==> src/rtl/uart_pkg.sv <==
// rtl/uart_pkg.sv - shared UART configuration types
package uart_pkg;
  typedef enum logic [1:0] {
    HALF_PERIOD          = 2'd0,
    ONE_PERIOD           = 2'd1,
    ONE_AND_HALF_PERIODS = 2'd2,
    TWO_PERIODS          = 2'd3
  } stop_bit_mode_t;
endpackage

==> src/rtl/uart_rx.sv <==
// rtl/uart_rx.sv - UART receiver; UART_RX_MAJORITY_VOTE_EN selects 2-of-3 sampling
module uart_rx
  import uart_pkg::*;
(
  input  logic           i_clk,
  input  logic           i_nrst,
  input  logic           i_rx,
  input  logic [31:0]    i_bit_length,
  input  logic           i_parity_enable,
  input  stop_bit_mode_t i_stop_bit_mode,
  input  logic           i_msb_first,
  input  logic           i_hw_flow_control_enable,
  input  logic           i_fifo_full,
  output logic           o_valid,
  output logic [7:0]     o_data,
  output logic           o_parity_err,
  output logic           o_frame_err,
  output logic           o_break,
  output logic           o_overrun,
  output logic           o_rts,
  output logic           o_rx_status
);

  typedef enum logic [2:0] {
    S_IDLE, S_START, S_DATA, S_PARITY, S_STOP, S_DONE
  } state_t;

  state_t         state, state_nx;
  logic           rx_m, rx_s, rx_prev;
  logic [1:0]     warm;
  logic           pending;
  logic [31:0]    cnt, bl;
  logic           par_en, msb;
  stop_bit_mode_t stop_mode;
  logic [2:0]     bit_idx;
  logic [7:0]     shreg, data_q;
  logic           par_bit, stop_bit, perr_q, ferr_q;
  logic           samp, fall, start_go, perr_now, brk_now;
  logic [31:0]    mid, start_pt, stop_pt;

  assign mid      = bl >> 1;
  assign stop_pt  = (stop_mode == HALF_PERIOD) ? mid + (bl >> 2) : bl;
  assign fall     = rx_prev & ~rx_s;
  assign start_go = (state == S_IDLE) && (fall || (pending && !rx_s));
  assign perr_now = par_en && (par_bit != ^shreg);
  assign brk_now  = (shreg == 8'h00) && !stop_bit && (!par_en || !par_bit);

`ifdef UART_RX_MAJORITY_VOTE_EN
  logic rx_h1, rx_h2;

  always_ff @(posedge i_clk or negedge i_nrst) begin
    if (!i_nrst) begin
      rx_h1 <= 1'b1;
      rx_h2 <= 1'b1;
    end else begin
      rx_h1 <= rx_s;
      rx_h2 <= rx_h1;
    end
  end

  // Votes over target-1..target+1, so every decision lands one clock later;
  // shifting the start check shifts the whole frame timebase with it.
  assign samp     = (rx_h2 & rx_h1) | (rx_h2 & rx_s) | (rx_h1 & rx_s);
  assign start_pt = mid + 32'd1;
`else
  assign samp     = rx_s;
  assign start_pt = mid;
`endif

  assign o_rts       = i_hw_flow_control_enable ? !i_fifo_full : 1'b1;
  assign o_rx_status = (state != S_IDLE);

  always_ff @(posedge i_clk or negedge i_nrst) begin
    if (!i_nrst) state <= S_IDLE;
    else         state <= state_nx;
  end

  always_comb begin
    state_nx     = state;
    o_valid      = 1'b0;
    o_overrun    = 1'b0;
    o_break      = 1'b0;
    o_data       = data_q;
    o_parity_err = perr_q;
    o_frame_err  = ferr_q;
    case (state)
      S_IDLE:   if (start_go) state_nx = S_START;
      S_START:  if (cnt == start_pt) state_nx = samp ? S_IDLE : S_DATA;
      S_DATA:   if (cnt == bl && bit_idx == 3'd7) state_nx = par_en ? S_PARITY : S_STOP;
      S_PARITY: if (cnt == bl) state_nx = S_STOP;
      S_STOP:   if (cnt == stop_pt) state_nx = S_DONE;
      S_DONE: begin
        state_nx = S_IDLE;
        o_break  = brk_now;
        if (i_fifo_full) begin
          o_overrun = 1'b1;
        end else begin
          o_valid      = 1'b1;
          o_data       = shreg;
          o_parity_err = perr_now;
          o_frame_err  = !stop_bit;
        end
      end
      default:  state_nx = S_IDLE;
    endcase
  end

  always_ff @(posedge i_clk or negedge i_nrst) begin
    if (!i_nrst) begin
      rx_m      <= 1'b1;
      rx_s      <= 1'b1;
      rx_prev   <= 1'b0;
      warm      <= 2'd0;
      pending   <= 1'b0;
      cnt       <= 32'd0;
      bl        <= 32'd0;
      par_en    <= 1'b0;
      msb       <= 1'b0;
      stop_mode <= ONE_PERIOD;
      bit_idx   <= 3'd0;
      shreg     <= 8'h00;
      data_q    <= 8'h00;
      par_bit   <= 1'b0;
      stop_bit  <= 1'b1;
      perr_q    <= 1'b0;
      ferr_q    <= 1'b0;
    end else begin
      rx_m <= i_rx;
      rx_s <= rx_m;
      // Edge history stays masked until the synchroniser holds real line
      // values, so a line already low out of reset never looks like a start.
      if (warm != 2'd2) warm <= warm + 2'd1;
      rx_prev <= (warm == 2'd2) ? rx_s : 1'b0;
      pending <= (state == S_DONE) && fall;
      cnt     <= cnt + 32'd1;
      case (state)
        S_IDLE: begin
          cnt <= 32'd0;
          if (start_go) begin
            bl        <= i_bit_length;
            par_en    <= i_parity_enable;
            stop_mode <= i_stop_bit_mode;
            msb       <= i_msb_first;
            bit_idx   <= 3'd0;
          end
        end
        S_START: if (cnt == start_pt) cnt <= 32'd0;
        S_DATA: begin
          if (cnt == bl) begin
            cnt <= 32'd0;
            shreg[msb ? ~bit_idx : bit_idx] <= samp;
            bit_idx <= bit_idx + 3'd1;
          end
        end
        S_PARITY: begin
          if (cnt == bl) begin
            cnt     <= 32'd0;
            par_bit <= samp;
          end
        end
        S_STOP: if (cnt == stop_pt) stop_bit <= samp;
        S_DONE: begin
          if (!i_fifo_full) begin
            data_q <= shreg;
            perr_q <= perr_now;
            ferr_q <= !stop_bit;
          end
        end
        default: cnt <= 32'd0;
      endcase
    end
  end

endmodule

==> config.mk <==
export PLATFORM = sky130hd
export DESIGN_NAME = uart_rx
export DESIGN_NICKNAME = d
export VERILOG_FILES = /design/src/rtl/uart_pkg.sv /design/src/rtl/uart_rx.sv
export SDC_FILE = /design/constraint.sdc
export NUM_CORES = 1
export LEC_CHECK = 0
export ABC_CLOCK_PERIOD_IN_PS = 4750
export BUFFER_PORTS_ARGS = -buffer_cell sky130_fd_sc_hd__buf_2
export CAP_MARGIN = 20
export CORE_MARGIN = 10
export CORE_UTILIZATION = 62
export DETAILED_ROUTE_END_ITERATION = 8
export GPL_TIMING_DRIVEN = 1
export HOLD_SLACK_MARGIN = 0.03
export PLACE_DENSITY = 0.81
export SYNTH_ARGS = -nofsm -noshare
export SYNTH_HDL_FRONTEND = slang
export SYNTH_SLANG_ARGS = --single-unit
==> constraint.sdc <==
create_clock -name i_clk -period 4.75 [get_ports i_clk]
set_input_delay 0.7125 -clock i_clk [delete_from_list [all_inputs] [get_ports i_clk]]
set_output_delay 0.7125 -clock i_clk [all_outputs]
set_load 0.1 [all_outputs]
Word level (Yosys, flattened, before mapping)
Cells that the tools add are included.
W data, S select, Z words.
{ "word_totals": {"wordCells": 106, "register_bits": 100, "out_inout_bits": 15, "inputBits": 41} }
{ "op_classes": {"n_lt_le_gt_ge": 2, "add_sub_neg": 4, "n_bitwise": 3, "n_reduce_logical": 29, "eq_ne": 18, "mux": 32} }
{ "ops": {"columns": ["cell", "count"], "rows": [
  ["$mux W32", 3],
  ["$pmux W32 S3", 1],
  ["$eq A32 B32 Y1", 2],
  ["$add A31 B30 Y32", 1],
  ["$add A32 B1 Y32 const B", 1],
  ["$eq A32 B31 Y1", 1],
  ["$mux W3", 9],
  ["$mux W8", 2],
  ["$pmux W3 S5", 1],
  ["$ne A2 B2 Y1 const B", 7],
  ["$mux W1", 12],
  ["$eq A3 B3 Y1 const B", 3],
  ["$bwmux W8", 1],
  ["$logic_and A1 B1 Y1", 8],
  ["$logic_not A8 Y1", 1],
  ["$reduce_and A2 Y1", 4],
  ["$reduce_xor A8 Y1", 1],
  ["$eq A3 B2 Y1 const B", 2],
  ["$pmux W3 S2", 1],
  ["$logic_not A1 Y1", 5],
  ["$reduce_and A5 Y1", 1],
  ["$lt A3 B4 Y1 const B", 1],
  ["$reduce_or A2 Y1", 2],
  ["$add A3 B1 Y3 const B", 1],
  ["other kinds (16)", 17]
]} }

Logic depth before layout (Yosys ltp)
Gate-level depths: netlist (run 1).
{ "depth": {"depth_word": 7, "depth_mapped": 13, "depth_no_buf": 13} }

Worst setup path before layout (run 1)
No wires, ideal clock.
{ "synth_timing": {"path_type": "register to output", "start": "register state[1]", "end": "output port o_break", "path_slack_ps": -1519, "required_time_ps": 4038, "path_buffers": 1, "stages_incl_launch_ff": 5, "t_arrival_ps": 5556, "path_cell_list": "dfrtp_1 > clkbuf_1 > nor2_1 > nand2_1 > a2111oi_0"} }
{ "synth_via": {"elab_chain_len": 2} }
{ "synth_lines": {"columns": ["item", "line", "text"], "rows": [
  ["start: declaration", "uart_rx.sv:28", "state_t state, state_nx;"],
  ["start signal: assignment", "uart_rx.sv:75", "else state <= state_nx;"],
  ["$eq A3 B3 Y1", "uart_rx.sv:86", "case (state)"],
  ["$mux W1", "uart_rx.sv:86", null],
  ["end: declaration", "uart_rx.sv:18", "output logic o_break,"]
]} }
Every way passes these cells.

Worst setup path after layout (run 1)
{ "layout_timing": {"start": "register bl[2]", "end": "register stop_bit"} }
{ "layout_via": {"elab_chain_len": 4} }
{ "layout_lines": {"columns": ["item", "line", "text"], "rows": [
  ["start: declaration", "uart_rx.sv:32", "logic [31:0] cnt, bl;"],
  ["start signal: assignment", "uart_rx.sv:140", "bl <= i_bit_length;"],
  ["$add A31 B30 Y32", "uart_rx.sv:42", "assign stop_pt = (stop_mode == HALF_PERIOD) ? mid + (bl >> 2) : bl;"],
  ["$mux W32 (*)", "uart_rx.sv:42", null],
  ["$eq A32 B32 Y1 (*)", "uart_rx.sv:161", "S_STOP: if (cnt == stop_pt) stop_bit <= samp;"],
  ["$reduce_and A2 Y1 (no line) (*)", null, null],
  ["end signal: assignment", "uart_rx.sv:161", null],
  ["end: declaration", "uart_rx.sv:37", "logic par_bit, stop_bit, perr_q, ferr_q;"]
]} }
Mark *: on every way between the ends. The rest lies on a longest branch, timed or not.
A chain may end at the register's enable or synchronous reset.

==> results of run 1 <==
-- per-layer routing --
metal | up-vias | GRT usage
met5 | - | 0
met4 | 0 | 0.1239
met3 | 76 | 0.04117
met2 | 341 | 0.4005
met1 | 3629 | 0.3511
li1 | 3524 | -
-- metrics by stage --
stage          power, W  instances  worst slack [ns]  hold WS [ns]  area (um2)
2_1_floorplan  0.004528        967            0.6749        0.3452        8175
4_1_cts        0.006359       1152            0.8092        0.3588        8778
5_1_grt        0.006951       1154            0.5906        0.3649        8813
3_5_place_dp   0.005556       1136            0.8177        0.3491        8466
6_report       0.006502       1154            0.7600        0.3586        8813
3_3_place_gp   0.005537       1136            0.9390        0.3470        8466
-- layout by cell type, fill, tap and decap left out, types with 7 or more instances in the layout --
master	Yosys	final
sky130_fd_sc_hd__ha_1	39	39
sky130_fd_sc_hd__mux2_2	42	42
sky130_fd_sc_hd__and3_1	14	14
sky130_fd_sc_hd__nor4_1	18	18
sky130_fd_sc_hd__o21ai_0	39	39
sky130_fd_sc_hd__o211ai_1	7	7
sky130_fd_sc_hd__xor2_1	64	64
sky130_fd_sc_hd__a21o_1	20	20
sky130_fd_sc_hd__a21oi_1	59	59
sky130_fd_sc_hd__nor2_1	95	93
sky130_fd_sc_hd__buf_2	8	54
sky130_fd_sc_hd__o22ai_1	7	7
sky130_fd_sc_hd__nor3_1	26	26
sky130_fd_sc_hd__nand3_1	30	30
sky130_fd_sc_hd__a31oi_1	16	16
sky130_fd_sc_hd__inv_1	31	31
sky130_fd_sc_hd__nand2_1	68	68
sky130_fd_sc_hd__o21ai_1	7	7
sky130_fd_sc_hd__clkbuf_16	0	9
sky130_fd_sc_hd__nand2b_1	9	9
sky130_fd_sc_hd__nor2b_1	9	9
sky130_fd_sc_hd__dfrtp_1	96	96
sky130_fd_sc_hd__a211oi_1	11	11
sky130_fd_sc_hd__or3_1	7	7
sky130_fd_sc_hd__o21a_1	10	10
sky130_fd_sc_hd__xnor2_1	64	64
sky130_fd_sc_hd__nand4_1	26	26
-- cell families after synthesis --
kind of cell	after synthesis	synth area share
DFF	100	0.3069
AOI/OAI and AO/OA	237	0.1936
and+or+nand+nor	323	0.1931
adders and majority gates	40	0.06218
xor gates and xnor gates	128	0.1372
muxes	46	0.06295
buffers and inverters	93	0.04396
-- worst paths after layout --
path	endpoint	slack [ns]	cells after the start	startpoint
setup / recovery	stop_bit	0.76	13	bl[2]
hold / removal	rx_s	0.36	0	rx_m
setup reg to reg	stop_bit	0.76	13	bl[2]
hold reg to reg	rx_s	0.36	0	rx_m
max in group asynchronous	stop_bit	3.29	2	i_nrst
min in group asynchronous	cnt[0]	0.47	1	i_nrst
-- registers in the layout, summed over array words and instances, names as in the netlist --
signal and count:
par_en 1, perr_q 1, rx_s 1, stop_mode 2, warm 2, bl 32, rx_prev 1, par_bit 1
rx_m 1, shreg 8, bit_idx 3, pending 1, cnt 32, msb 1, stop_bit 1, data_q 8
ferr_q 1, state 3
-- power by group through the flow --
| stage | registers (W) | logic (W) | clock network (W) |
|---|---|---|---|
| after detailed placement | 0.00148 | 0.00407 | 0 |
| after floorplan | 0.00127 | 0.00326 | 0 |
| after global placement | 0.00147 | 0.00406 | 0 |
| after global routing | 0.00152 | 0.00462 | 0.000816 |
| after CTS | 0.00147 | 0.00411 | 0.000778 |
| final | 0.00149 | 0.00424 | 0.000777 |
-- final cells by class --
cell class	count	share of cell area
timing repair buffer	61	0.03890
tap	172	0.02442
clock inverter	4	0.006388
multi-input combinational	774	0.6035
clock buffer	12	0.02910
sequential	100	0.2845
inverter	31	0.01320
-- worst reg2reg max path, delay by kind of cell, from the launching register on --
kind                     cells  cell delay (ns)
AO/OA/AOI/OAI                4             1.01
adder cells (fa/ha/maj)      2             0.71
flip-flops                   1             0.49
multiplexers                 1             0.35
AND/OR/NAND/NOR              6             1.36
==> results.rst, run 1 <==
.. list-table::
   :header-rows: 1

   * - Metric
     - Value
   * - Peak Freq
     - roughly 250 MHz
   * - Final clock skew
     - ~0.012 ns
   * - Type of the tightest min-delay check
     - register to register
   * - Post-synthesis cell type count
     - 70
   * - Horizontal extent of the die
     - about 130 um
   * - Number of search-and-repair iterations in the first detailed-routing pass
     - 6
   * - Required time of the worst setup path
     - 5.03 ns
   * - Area taken by multi-input logic gates
     - approximately 0.0053 mm2
   * - Worst Max-Slew Pin Slew
     - ~0.95 ns
   * - Fill cell instance count of the final layout
     - ~1,000
   * - Count of clock tree sinks
     - 100
   * - Critical Path Slowest Stage Cell
     - sky130_fd_sc_hd__dfrtp_1
   * - Fin crit share
     - 0.8400
   * - Number of buffer cells added on primary ports
     - 55
   * - Post-Syn Area per Cell
     - 8.448 um2
   * - Critical path capture point type
     - register
   * - Share of synthesized area occupied by flip-flops and latches
     - 0.3069
   * - Outcome
     - completed
   * - Met3 wire len
     - around 1.8 mm
   * - GPL Wtd Cong
     - around 0.99
   * - Max H-tree Level
     - 3
   * - Number of buffers added by the clock tree synthesis step
     - 9
   * - Biggest area contributors in the synthesized netlist
     - sky130_fd_sc_hd__dfrtp_1, sky130_fd_sc_hd__xnor2_1, sky130_fd_sc_hd__xor2_1
   * - # DRC
     - 0
   * - Ant diodes
     - 0
   * - Number of rows created at floorplan
     - 41
   * - Area overhead of the layout relative to synthesis
     - 7.888%
   * - CP arrival
     - approximately 4.3 ns
   * - Post-CTS setup buffer count
     - 0
   * - Nets in the synthesized netlist
     - 1,048
   * - Family with the most delay on the worst path
     - simple AND/OR/NAND/NOR gates
   * - Post-layout nets
     - ~1,100
   * - Number of buffers and inverters on the critical path
     - 0
   * - Routed Antenna Nets
     - 0
   * - Detailed Route Iter0 Violations
     - about 800
   * - Buffer levels on the longest clock path
     - 2
   * - Clock insertion delay at the later pin of the skew report
     - 0.36 ns
   * - Finished Core Util
     - 0.6900
   * - Number of primary I/O pins
     - 56
   * - RSZ-0062 raised after global routing
     - no
   * - Die outline area
     - approximately 0.018 mm2
   * - Highest cell delay on the worst timing path
     - 0.49 ns
   * - Number of enable flip-flop cells after synthesis
     - 0
   * - Clock network fraction of total power
     - 0.120
   * - Switching Fraction
     - 0.5203
   * - Most numerous cell in the Yosys netlist
     - sky130_fd_sc_hd__dfrtp_1
   * - Met1 routed wirelength after detailed routing
     - slightly above 10 mm
   * - Clock period minus worst slack
     - roughly 4 ns
   * - Number of antenna violations at the first check in global routing
     - 0
   * - Fraction of post-synthesis cell area in the top cell type by area
     - 0.2941
   * - Via count
     - ~7,600
   * - Series of cell instances along the critical path
     - ha_1 -> fa_1 -> a211oi_1 -> o21ai_2 -> and3_1 -> nor4b_2 -> o221ai_1 -> or4_1 -> o21a_1 -> nor2_1 -> nand4_1 -> nor4_2 -> mux2_1
   * - Vias per cell
     - 6.560
   * - Sw power
     - between 0.003 and 0.004 W
   * - Vias in the first global route
     - about 7,300
   * - Max-cap check violation count
     - 0
   * - Total of endpoints with negative setup slack in the final report
     - 0
   * - Final max-slew violation count
     - 0
   * - Area taken by flip-flops and latches
     - between 0.002 and 0.003 mm2
   * - Worst Path Max Fanout
     - 8
   * - Wire length of the first global-routing pass
     - between 30 and 40 mm
   * - Clock tree from TritonCTS
     - yes
   * - Detail-routed net length per standard cell
     - approximately 21 um
   * - Die H
     - between 100 and 150 um
   * - Top routing layer used
     - met4
   * - Layout cells sized above 1
     - 0.1375
   * - # hold bufs at CTS
     - 0
   * - Post-synthesis cell count
     - ~970
   * - Yosys top cell by area
     - sky130_fd_sc_hd__dfrtp_1
   * - Most common library cells after synthesis
     - sky130_fd_sc_hd__dfrtp_1, sky130_fd_sc_hd__nor2_1, sky130_fd_sc_hd__nand2_1
   * - Cell internal pwr
     - between 0.003 and 0.004 W
   * - Flop and latch count out of synthesis
     - 100
   * - Summed negative setup slack over all endpoints
     - 0 ns
   * - Starting utilization of the core area
     - 0.6395
   * - Number of warnings reported in the yosys synthesis log
     - 0
   * - Combinational share of power
     - 0.652
   * - Slew headroom
     - 0.3645
   * - Placeable core region
     - 0.01277 mm2
   * - CTS clock-pin slew for the worst setup and hold paths
     - around 0.07 ns
   * - Top_reg_cell synth
     - sky130_fd_sc_hd__dfrtp_1
   * - Fraction of synthesis flops using an asynchronous set or reset pin
     - 1.000
   * - Leakage power
     - roughly 3.8 nW
   * - GRT Residual Overflow
     - 0
   * - Startpoint class of the critical path
     - register
   * - Seq pwr share
     - 0.229
   * - HPWL reported at the end of detailed placement
     - ~18 mm
   * - Cell area after synthesis
     - about 0.008 mm2
   * - Maximum number of pins on one net before global-route repair
     - 68
   * - PwrDens
     - about 740 mW/mm2
   * - Worst IR Drop VDD
     - roughly 0.42 mV
   * - Start-to-end type of the worst setup path
     - register to register
   * - Clock tree root driver cell
     - sky130_fd_sc_hd__clkbuf_16
   * - Final count of hold timing violations
     - 0
   * - Total detailed-routing wirelength
     - between 20 and 25 mm
   * - GR Util All Layers
     - 0.2609
   * - Wire length on met2
     - ~11 mm
   * - Post-CTS Resized
     - 0
(Power assumes the default switching activity.)
==> run 2, diff against run 1 <==
==> config.mk (replaced) <==
export PLATFORM = sky130hd
export DESIGN_NAME = uart_rx
export DESIGN_NICKNAME = d
export VERILOG_FILES = /design/src/rtl/uart_pkg.sv /design/src/rtl/uart_rx.sv
export SDC_FILE = /design/constraint.sdc
export NUM_CORES = 1
export LEC_CHECK = 0
export ABC_AREA = 1
export ABC_CLOCK_PERIOD_IN_PS = 4170
export BUFFER_PORTS_ARGS = -buffer_cell sky130_fd_sc_hd__buf_2
export CAP_MARGIN = 20
export CORE_MARGIN = 10
export CORE_UTILIZATION = 63
export DETAILED_ROUTE_END_ITERATION = 8
export GPL_TIMING_DRIVEN = 1
export HOLD_SLACK_MARGIN = 0.03
export PLACE_DENSITY = 0.82
export SYNTH_ARGS = -nofsm -noshare
export SYNTH_HDL_FRONTEND = slang
export SYNTH_SLANG_ARGS = --single-unit
==> constraint.sdc (replaced) <==
create_clock -name i_clk -period 4.17 [get_ports i_clk]
set_input_delay 0.6255 -clock i_clk [delete_from_list [all_inputs] [get_ports i_clk]]
set_output_delay 0.6255 -clock i_clk [all_outputs]
set_load 0.1 [all_outputs]
==> run 2 against run 1 <==
Against the previous run:
- clock power rose by 11%
- register-to-register slack improved by 0.24 ns
- setup slack gained 0.24 ns
- worst hold slack better by 0.0045 ns
- synthesized cell count is 46% higher
- cell count rose by 42%
- wire length grew 15%
- clock skew rose by 0.0011 ns
- die area is 6.4% higher
- count of clock-buffer cells in the layout is 2 lower
- global-route usage increased by 1.7 points
- core utilization grew 0.52 points
- critical path type unchanged
- critical endpoint unchanged
==> results.rst, run 2 <==
.. list-table::
   :header-rows: 1

   * - Metric
     - Value
   * - Outcome
     - completed (unchanged)
   * - Area overhead of the layout relative to synthesis
     - 8.147% (was 7.888%)
   * - Total detailed-routing wirelength
     - 27.71 mm (was 24.02 mm)
   * - CTS clock-pin slew for the worst setup and hold paths
     - 0.08 ns (was 0.07 ns)
   * - Starting utilization of the core area
     - 0.6428 (was 0.6395)
   * - Number of warnings reported in the yosys synthesis log
     - 0 (unchanged)
   * - Fraction of synthesis flops using an asynchronous set or reset pin
     - 1.000 (unchanged)
   * - Number of search-and-repair iterations in the first detailed-routing pass
     - 5 (was 6)
   * - Die H
     - 139.0 um (was 134.8 um)
   * - Layer with the highest usage after global routing
     - met2 (unchanged)
   * - Total of endpoints with negative setup slack in the final report
     - 0 (unchanged)
   * - RSZ-0062 raised after global routing
     - no (unchanged)
   * - GPL Wtd Cong
     - 1.067 (was 0.9938)
   * - Max H-tree Level
     - 3 (unchanged)
   * - M2 GR Usage
     - 0.4484 (was 0.4005)
   * - PwrDens
     - 880.5 mW/mm2 (was 737.8 mW/mm2)
   * - Flop and latch count out of synthesis
     - 100 (unchanged)
   * - Via count
     - 9,351 (was 7,570)
   * - Worst IR Drop VDD
     - 0.8185 mV (was 0.4187 mV)
   * - Worst path most repeated cell
     - sky130_fd_sc_hd__nand3_1
   * - Peak Freq
     - 315.2 MHz (was 250.6 MHz)
   * - Most common cell after layout, fill and taps aside
     - sky130_fd_sc_hd__nand2_1 (was sky130_fd_sc_hd__dfrtp_1)
   * - Clock tree from TritonCTS
     - yes (unchanged)
   * - Biggest area contributors in the synthesized netlist
     - sky130_fd_sc_hd__dfrtp_1, sky130_fd_sc_hd__nand2_1, sky130_fd_sc_hd__inv_1 (was sky130_fd_sc_hd__dfrtp_1, sky130_fd_sc_hd__xnor2_1, sky130_fd_sc_hd__xor2_1)
   * - Required time of the worst setup path
     - 4.45 ns (was 5.03 ns)
   * - Share of synthesized area occupied by flip-flops and latches
     - 0.2810 (was 0.3069)
   * - Final count of hold timing violations
     - 0 (unchanged)
   * - Number of primary I/O pins
     - 56 (unchanged)
   * - Buffer levels on the longest clock path
     - 2 (unchanged)
   * - Post-synthesis cell count
     - 1,412 (was 967)
   * - Post-CTS setup buffer count
     - 0 (unchanged)
   * - Number of antenna violations at the first check in global routing
     - 0 (unchanged)
   * - Type of the tightest min-delay check
     - primary input to register (was register to register)
   * - Final max-slew violation count
     - 0 (unchanged)
   * - Number of buffer cells added on primary ports
     - 55 (unchanged)
   * - Cell area after synthesis
     - 0.008922 mm2 (was 0.008169 mm2)
   * - Detailed Route Iter0 Violations
     - 1,101 (was 801)
   * - Routed Antenna Nets
     - 0 (unchanged)
   * - CP arrival
     - 3.45 ns (was 4.27 ns)
   * - GRT Residual Overflow
     - 0 (unchanged)
   * - Horizontal extent of the die
     - 139.0 um (was 134.8 um)
   * - Vias per cell
     - 5.723 (was 6.560)
   * - Family with the most delay on the worst path
     - simple AND/OR/NAND/NOR gates (unchanged)
   * - Number of rows created at floorplan
     - 43 (was 41)
   * - Final clock skew
     - 0.01350 ns (was 0.01245 ns)
   * - Maximum number of pins on one net before global-route repair
     - 74 (was 68)
   * - Number of enable flip-flop cells after synthesis
     - 0 (unchanged)
   * - Top_reg_cell synth
     - sky130_fd_sc_hd__dfrtp_1 (unchanged)
   * - Wire length of the first global-routing pass
     - 44.06 mm (was 38.09 mm)
   * - Global routing met1 resource utilization
     - 0.3683 (was 0.3511)
   * - # hold bufs at CTS
     - 0 (unchanged)
   * - Commonest non-fill, non-tap cells in the layout
     - sky130_fd_sc_hd__nand2_1, sky130_fd_sc_hd__inv_1, sky130_fd_sc_hd__nor2_1 (was sky130_fd_sc_hd__dfrtp_1, sky130_fd_sc_hd__nor2_1, sky130_fd_sc_hd__nand2_1)
   * - HPWL reported at the end of detailed placement
     - 21.93 mm (was 17.98 mm)
   * - Post-synthesis cell type count
     - 46 (was 70)
   * - Worst hold margin
     - 0.3631 ns (was 0.3586 ns)
   * - Nets in the synthesized netlist
     - 1,493 (was 1,048)
   * - Startpoint class of the critical path
     - register (unchanged)
   * - Post-layout nets
     - 1,530 (was 1,058)
   * - Start-to-end type of the worst setup path
     - register to register (unchanged)
   * - Max-cap check violation count
     - 0 (unchanged)
   * - Global-route track usage on met3
     - 0.03253 (was 0.04117)
   * - Number of buffers added by the clock tree synthesis step
     - 9 (unchanged)
   * - Post-Syn Area per Cell
     - 6.319 um2 (was 8.448 um2)
   * - Fin crit share
     - 0.7608 (was 0.8400)
   * - Fill cell instance count of the final layout
     - 1,291 (was 1,041)
   * - Count of clock tree sinks
     - 100 (unchanged)
   * - GR Util All Layers
     - 0.2775 (was 0.2609)
   * - Worst Max-Slew Pin Slew
     - 1.023 ns (was 0.9533 ns)
   * - Most common library cells after synthesis
     - sky130_fd_sc_hd__nand2_1, sky130_fd_sc_hd__inv_1, sky130_fd_sc_hd__nor2_1 (was sky130_fd_sc_hd__dfrtp_1, sky130_fd_sc_hd__nor2_1, sky130_fd_sc_hd__nand2_1)
   * - Highest cell delay on the worst timing path
     - 0.50 ns (was 0.49 ns)
   * - Top Registers
     - bl (32), cnt (32) (unchanged)
   * - Clock insertion delay at the later pin of the skew report
     - 0.35 ns (was 0.36 ns)
   * - Placeable core region
     - 0.01388 mm2 (was 0.01277 mm2)
   * - Layout cells sized above 1
     - 0.07840 (was 0.1375)
   * - Die outline area
     - 0.01932 mm2 (was 0.01817 mm2)
   * - Critical Path Slowest Stage Cell
     - sky130_fd_sc_hd__dfrtp_1 (unchanged)
   * - Number of buffers and inverters on the critical path
     - 0 (unchanged)
   * - Post-CTS Resized
     - 0 (unchanged)
   * - Series of cell instances along the critical path
     - ha_1 -> fa_1 -> nand3_1 -> nand3_1 -> or2_2 -> nand3_1 -> o21ai_0 -> nand2_1 -> nand2_1 -> nor2_1 -> nand3_1 -> nor3_1 -> nand3_1 -> o21ai_0 -> nand2_1 (was ha_1 -> fa_1 -> a211oi_1 -> o21ai_2 -> and3_1 -> nor4b_2 -> o221ai_1 -> or4_1 -> o21a_1 -> nor2_1 -> nand4_1 -> nor4_2 -> mux2_1)
   * - Worst Path Max Fanout
     - 7 (was 8)
   * - Slew headroom
     - 0.3154 (was 0.3645)
   * - Clock tree root driver cell
     - sky130_fd_sc_hd__clkbuf_16 (unchanged)
   * - Yosys top cell by area
     - sky130_fd_sc_hd__dfrtp_1 (unchanged)
   * - Critical path capture point type
     - register (unchanged)
   * - Leakage power
     - 5.045 nW (was 3.787 nW)
   * - Most numerous cell in the Yosys netlist
     - sky130_fd_sc_hd__nand2_1 (was sky130_fd_sc_hd__dfrtp_1)
   * - Detail-routed net length per standard cell
     - 16.96 um (was 20.81 um)
   * - Vias in the first global route
     - 8,599 (was 7,304)
   * - Ant diodes
     - 0 (unchanged)
   * - Summed negative setup slack over all endpoints
     - 0 ns (unchanged)
   * - Clock period minus worst slack
     - 3.173 ns (was 3.990 ns)
   * - Fraction of post-synthesis cell area in the top cell type by area
     - 0.2692 (was 0.2941)
   * - # DRC
     - 0 (unchanged)
[run 2: changes by cell type after synthesis, sizes merged, moves of 30 or more]
cell	before	now
nand3	31	122
mux2	43	6
xor2	64	34
xnor2	64	28
nand2	68	465
inv	31	232
nor2	95	136
[run 2: path summary, 6_finish.rpt]
path / slack, ns / endpoint / depth (start not counted) / start
min in group asynchronous: 0.42 / stop_mode[1] / 1 / i_nrst
max reg2reg: 1.0 / stop_bit / 15 / bl[2]
max: 1.0 / stop_bit / 15 / bl[2]
max in group asynchronous: 2.82 / cnt[27] / 2 / i_nrst
min: 0.36 / rx_m / 1 / i_rx
min reg2reg: 0.37 / rx_s / 0 / rx_m
[run 2: layout make-up]
type                    count  area [um2]  area share
clock inverters             6       65.06    0.006743
flip-flops and latches    100        2507      0.2599
clock buffers              10       239.0     0.02477
well taps                 180       225.2     0.02334
repair buffers             63       337.8     0.03501
inverters                 232       870.8     0.09025
multi-input cells        1043        5404      0.5600
[run 2: metrics by stage]
| stage | instances | cell area, um2 | setup slack [ns] | util | power (W) |
|---|---|---|---|---|---|
| 2_1_floorplan | 1412 | 8929 | 0.1750 | - | 0.006070 |
| 3_3_place_gp | 1618 | 9345 | 1.123 | 0.6732 | 0.007379 |
| 3_5_place_dp | 1618 | 9345 | 1.108 | 0.6732 | 0.007492 |
| 4_1_cts | 1634 | 9649 | 1.082 | 0.6952 | 0.008361 |
| 5_1_grt | 1634 | 9649 | 0.6782 | 0.6952 | 0.009265 |
| 6_report | 1634 | 9649 | 0.9974 | 0.6952 | 0.008496 |
[run 2: worst register-to-register path, stage by stage (launching register included)]
cell and delay, ns:
sky130_fd_sc_hd__dfrtp_1 0.50, sky130_fd_sc_hd__ha_1 0.31, sky130_fd_sc_hd__fa_1 0.47, sky130_fd_sc_hd__nand3_1 0.12, sky130_fd_sc_hd__nand3_1 0.12, sky130_fd_sc_hd__or2_2 0.29, sky130_fd_sc_hd__nand3_1 0.09, sky130_fd_sc_hd__o21ai_0 0.11
sky130_fd_sc_hd__nand2_1 0.09, sky130_fd_sc_hd__nand2_1 0.05, sky130_fd_sc_hd__nor2_1 0.09, sky130_fd_sc_hd__nand3_1 0.12, sky130_fd_sc_hd__nor3_1 0.24, sky130_fd_sc_hd__nand3_1 0.23, sky130_fd_sc_hd__o21ai_0 0.21, sky130_fd_sc_hd__nand2_1 0.06
[run 2: kinds of logic (layout without fill, tap and decap cells)]
| family | after synthesis | count (layout) | synth area share |
|---|---|---|---|
| multiplexers | 6 | 6 | 0.007572 |
| flip-flops | 100 | 100 | 0.2810 |
| AND/OR/NAND/NOR | 815 | 815 | 0.3999 |
| XOR/XNOR | 62 | 62 | 0.06086 |
| AO/OA/AOI/OAI | 120 | 120 | 0.07881 |
| buffers and inverters | 269 | 311 | 0.1149 |
| adder cells (fa/ha/maj) | 40 | 40 | 0.05693 |
[run 2: power breakdown]
part / internal, W / total, W / switching (W)
registers: 0.00122 / 0.00167 / 0.000450
clock network: 0.000440 / 0.000864 / 0.000424
logic: 0.00190 / 0.00596 / 0.00406
[run 2: routing by layer]
layer  up-vias  routed length, um
met4         0               1136
met2       450              12670
met1      4257              11600
li1       4565                  -
met3        79               2297
met5         -                  0
==> run 3, diff against run 2 <==
--- a/config.mk
+++ b/config.mk
@@ -6,7 +6,7 @@
 export NUM_CORES = 1
 export LEC_CHECK = 0
 export ABC_AREA = 1
-export ABC_CLOCK_PERIOD_IN_PS = 4170
+export ABC_CLOCK_PERIOD_IN_PS = 3100
 export BUFFER_PORTS_ARGS = -buffer_cell sky130_fd_sc_hd__buf_2
 export CAP_MARGIN = 20
 export CORE_MARGIN = 10
==> constraint.sdc (replaced) <==
create_clock -name i_clk -period 3.1 [get_ports i_clk]
set_input_delay 0.465 -clock i_clk [delete_from_list [all_inputs] [get_ports i_clk]]
set_output_delay 0.465 -clock i_clk [all_outputs]
set_load 0.1 [all_outputs]
==> run 3 against run 2 <==
Against the previous run:
- wire length rose by 0.67%
- clock power rose by 30%
- core utilization rose by 2.2 points
- critical path depth did not move
- count of clock-buffer cells in the layout did not move
- sequential cell count did not move
- first-iteration DRC count fell by 31%
- sequential power rose by 25%
- final area rose by 3.2%
==> results.rst, run 3 (same netlist as run 2, synthesis figures left out) <==
.. list-table::
   :header-rows: 1

   * - Metric
     - Value
   * - Outcome
     - completed (unchanged)
   * - Die H
     - 139.0 um (unchanged)
   * - Starting utilization of the core area
     - 0.6428 (unchanged)
   * - Type of the tightest min-delay check
     - primary input to async pin (was primary input to register)
   * - Count of clock tree sinks
     - 100 (unchanged)
   * - Post-layout nets
     - 1,557 (was 1,530)
   * - Top Registers
     - bl (32), cnt (32) (unchanged)
   * - Ant diodes
     - 0 (unchanged)
   * - Detailed Route Iter0 Violations
     - 763 (was 1,101)
   * - Final max-slew violation count
     - 0 (unchanged)
   * - Startpoint class of the critical path
     - register (unchanged)
   * - Wire length on met2
     - 13.12 mm (was 12.67 mm)
   * - Total detailed-routing wirelength
     - 27.90 mm (was 27.71 mm)
   * - Commonest non-fill, non-tap cells in the layout
     - sky130_fd_sc_hd__nand2_1, sky130_fd_sc_hd__inv_1, sky130_fd_sc_hd__nor2_1 (unchanged)
   * - Number of search-and-repair iterations in the first detailed-routing pass
     - 5 (unchanged)
   * - Highest cell delay on the worst timing path
     - 0.45 ns (was 0.50 ns)
   * - Critical Path Slowest Stage Cell
     - sky130_fd_sc_hd__dfrtp_1 (unchanged)
   * - Area overhead of the layout relative to synthesis
     - 11.64% (was 8.147%)
   * - GRT Residual Overflow
     - 0 (unchanged)
   * - # DRC
     - 0 (unchanged)
   * - Worst path most repeated cell
     - sky130_fd_sc_hd__nand3_1 (unchanged)
   * - GPL Wtd Cong
     - 1.022 (was 1.067)
   * - Clock tree root driver cell
     - sky130_fd_sc_hd__clkbuf_16 (unchanged)
   * - Worst Max-Slew Pin Slew
     - 0.8085 ns (was 1.023 ns)
   * - Wire length of the first global-routing pass
     - 43.99 mm (was 44.06 mm)
   * - Fill cell instance count of the final layout
     - 1,191 (was 1,291)
   * - Detail-routed net length per standard cell
     - 16.80 um (was 16.96 um)
   * - Worst IR Drop VDD
     - 1.012 mV (was 0.8185 mV)
   * - PwrDens
     - 1186 mW/mm2 (was 880.5 mW/mm2)
   * - Clock tree from TritonCTS
     - yes (unchanged)
   * - # hold bufs at CTS
     - 0 (unchanged)
   * - CP arrival
     - 3.23 ns (was 3.45 ns)
   * - Series of cell instances along the critical path
     - ha_4 -> fa_2 -> nand3_1 -> nand3_1 -> or2_2 -> nand3_1 -> o21ai_0 -> nand2_1 -> nand2_1 -> nor2_1 -> nand3_1 -> nor3_4 -> nand3_2 -> o21ai_0 -> nand2_1 (was ha_1 -> fa_1 -> nand3_1 -> nand3_1 -> or2_2 -> nand3_1 -> o21ai_0 -> nand2_1 -> nand2_1 -> nor2_1 -> nand3_1 -> nor3_1 -> nand3_1 -> o21ai_0 -> nand2_1)
   * - Met3 wire len
     - 2.016 mm (was 2.297 mm)
   * - Clock period minus worst slack
     - 2.941 ns (was 3.173 ns)
   * - Number of rows created at floorplan
     - 43 (unchanged)
   * - Number of buffers and inverters on the critical path
     - 0 (unchanged)
   * - Number of antenna violations at the first check in global routing
     - 0 (unchanged)
   * - Die outline area
     - 0.01932 mm2 (unchanged)
   * - Max H-tree Level
     - 3 (unchanged)
   * - Vias per cell
     - 5.613 (was 5.723)
   * - Start-to-end type of the worst setup path
     - register to register (unchanged)
   * - Design Area, Final
     - 0.009961 mm2 (was 0.009649 mm2)
   * - Capture point of the worst path
     - stop_bit (unchanged)
   * - HPWL reported at the end of detailed placement
     - 22.17 mm (was 21.93 mm)
   * - Maximum number of pins on one net before global-route repair
     - 52 (was 74)
   * - Critical path capture point type
     - register (unchanged)
   * - Number of primary I/O pins
     - 56 (unchanged)
   * - Source of the worst register-to-register timing path
     - bl[1] (was bl[2])
   * - Top routing layer used
     - met4 (unchanged)
   * - RR Endpoint
     - stop_bit (unchanged)
   * - Peak Freq
     - 340.0 MHz (was 315.2 MHz)
   * - Area taken by multi-input logic gates
     - 0.005483 mm2 (was 0.005404 mm2)
   * - Area taken by flip-flops and latches
     - 0.002509 mm2 (was 0.002507 mm2)
   * - Final clock skew
     - 0.009440 ns (was 0.01350 ns)
   * - Family with the most delay on the worst path
     - simple AND/OR/NAND/NOR gates (unchanged)
   * - Placeable core region
     - 0.01388 mm2 (unchanged)
   * - Required time of the worst setup path
     - 3.38 ns (was 4.45 ns)
   * - Number of buffers added by the clock tree synthesis step
     - 9 (unchanged)
   * - Total of endpoints with negative setup slack in the final report
     - 0 (unchanged)
   * - Crit path from
     - bl[1] (was bl[2])
   * - Max-cap check violation count
     - 0 (unchanged)
   * - Most common cell after layout, fill and taps aside
     - sky130_fd_sc_hd__nand2_1 (unchanged)
   * - Clock insertion delay at the later pin of the skew report
     - 0.36 ns (was 0.35 ns)
   * - Vias in the first global route
     - 8,708 (was 8,599)
   * - Met1 routed wirelength after detailed routing
     - 11.77 mm (was 11.60 mm)
   * - R2R setup slack
     - 0.16 ns (was 1.0 ns)
   * - GR Util All Layers
     - 0.2778 (was 0.2775)
   * - CTS clock-pin slew for the worst setup and hold paths
     - 0.08 ns (about the same)
   * - Overall Power
     - 0.01181 W (was 0.008496 W)
   * - Layout cells sized above 1
     - 0.1047 (was 0.07840)
   * - Buffer levels on the longest clock path
     - 2 (unchanged)
   * - Fin crit share
     - 0.9488 (was 0.7608)
   * - Leakage power
     - 5.197 nW (was 5.045 nW)
   * - Final count of hold timing violations
     - 0 (unchanged)
   * - Routed Antenna Nets
     - 0 (unchanged)
   * - Number of gates on the worst path with buffers counted
     - 15 (unchanged)
   * - Total cell area at the placement stage
     - 0.009585 mm2 (was 0.009345 mm2)
   * - Horizontal extent of the die
     - 139.0 um (unchanged)
   * - Via count
     - 9,324 (was 9,351)
   * - Worst Path Max Fanout
     - 4 (was 7)
   * - Number of buffer cells added on primary ports
     - 55 (unchanged)
   * - Logic depth of the worst register-to-register path
     - 15 (unchanged)
   * - Slew headroom
     - 0.4610 (was 0.3154)
-- run 3: cell types whose count changed in the layout (fill, tap and decap cells not counted), moves of 2 or more --
cell	before	now
sky130_fd_sc_hd__ha_2	0	2
sky130_fd_sc_hd__ha_4	0	3
sky130_fd_sc_hd__ha_1	39	34
sky130_fd_sc_hd__buf_4	9	33
sky130_fd_sc_hd__nor2_1	130	128
sky130_fd_sc_hd__buf_12	0	3
sky130_fd_sc_hd__nand3_1	121	118
sky130_fd_sc_hd__nor2_2	2	4
sky130_fd_sc_hd__nand3_2	1	4
-- run 3: worst register-to-register path: cells and delay by family, from the launching register on --
family | cells | cell delay, ns
adder cells (fa/ha/maj) | 2 | 0.59
AO/OA/AOI/OAI | 2 | 0.34
flip-flops | 1 | 0.45
AND/OR/NAND/NOR | 11 | 1.45
-- run 3: worst min path at each step --
stage	endpoint	cells past startpoint
2_1_floorplan	bit_idx[0]	0
3_3_place_gp	rx_s	0
3_5_place_dp	rx_s	0
4_1_cts	stop_mode[1]	1
5_1_grt	stop_mode[1]	1
6_report	stop_mode[1]	1
-- run 3: power by group --
| group | internal, W | switching [W] |
|---|---|---|
| clock network | 0.000582 | 0.000540 |
| logic | 0.00289 | 0.00571 |
| registers | 0.00165 | 0.000447 |
| total | 0.00512 | 0.00669 |
-- run 3: stage by stage --
step / hold slack, ns / utilization / worst slack [ns] / instances / setup TNS (ns)
6_report: 0.1315 / 0.7176 / 0.1586 / 1661 / 0
2_1_floorplan: 0.1694 / - / -0.4430 / 1412 / -6.391
4_1_cts: 0.1597 / 0.7130 / 0.01321 / 1661 / 0
5_1_grt: 0.1802 / 0.7176 / -0.01603 / 1661 / -0.02554
3_5_place_dp: 0.3482 / 0.6906 / -0.1704 / 1645 / -0.4210
3_3_place_gp: 0.3474 / 0.6906 / -0.06843 / 1645 / -0.1962
-- run 3: layout make-up --
| cell class | instances | share of cell area |
|---|---|---|
| Multi-Input combinational cell | 1043 | 0.5504 |
| Timing Repair Buffer | 90 | 0.05803 |
| Inverter | 232 | 0.08743 |
| Sequential cell | 100 | 0.2519 |
| Clock buffer | 10 | 0.02399 |
| Clock inverter | 6 | 0.005653 |
| Tap cell | 180 | 0.02261 |
-- run 3: layer usage --
layer | track usage | vias to the layer above
met5 | 0 | -
met4 | 0.1093 | 0
met3 | 0.03699 | 62
met2 | 0.4529 | 374
met1 | 0.3646 | 4293
li1 | - | 4595
-- run 3: what timing repair did --
item                                   4_1_cts  5_1_grt
buffers inserted                             0        0
endpoints found under the hold margin        0        0
cloned                                       0        0
setup endpoints to repair                    3        3
pin swaps                                    0        0
gates resized for setup                      3       13
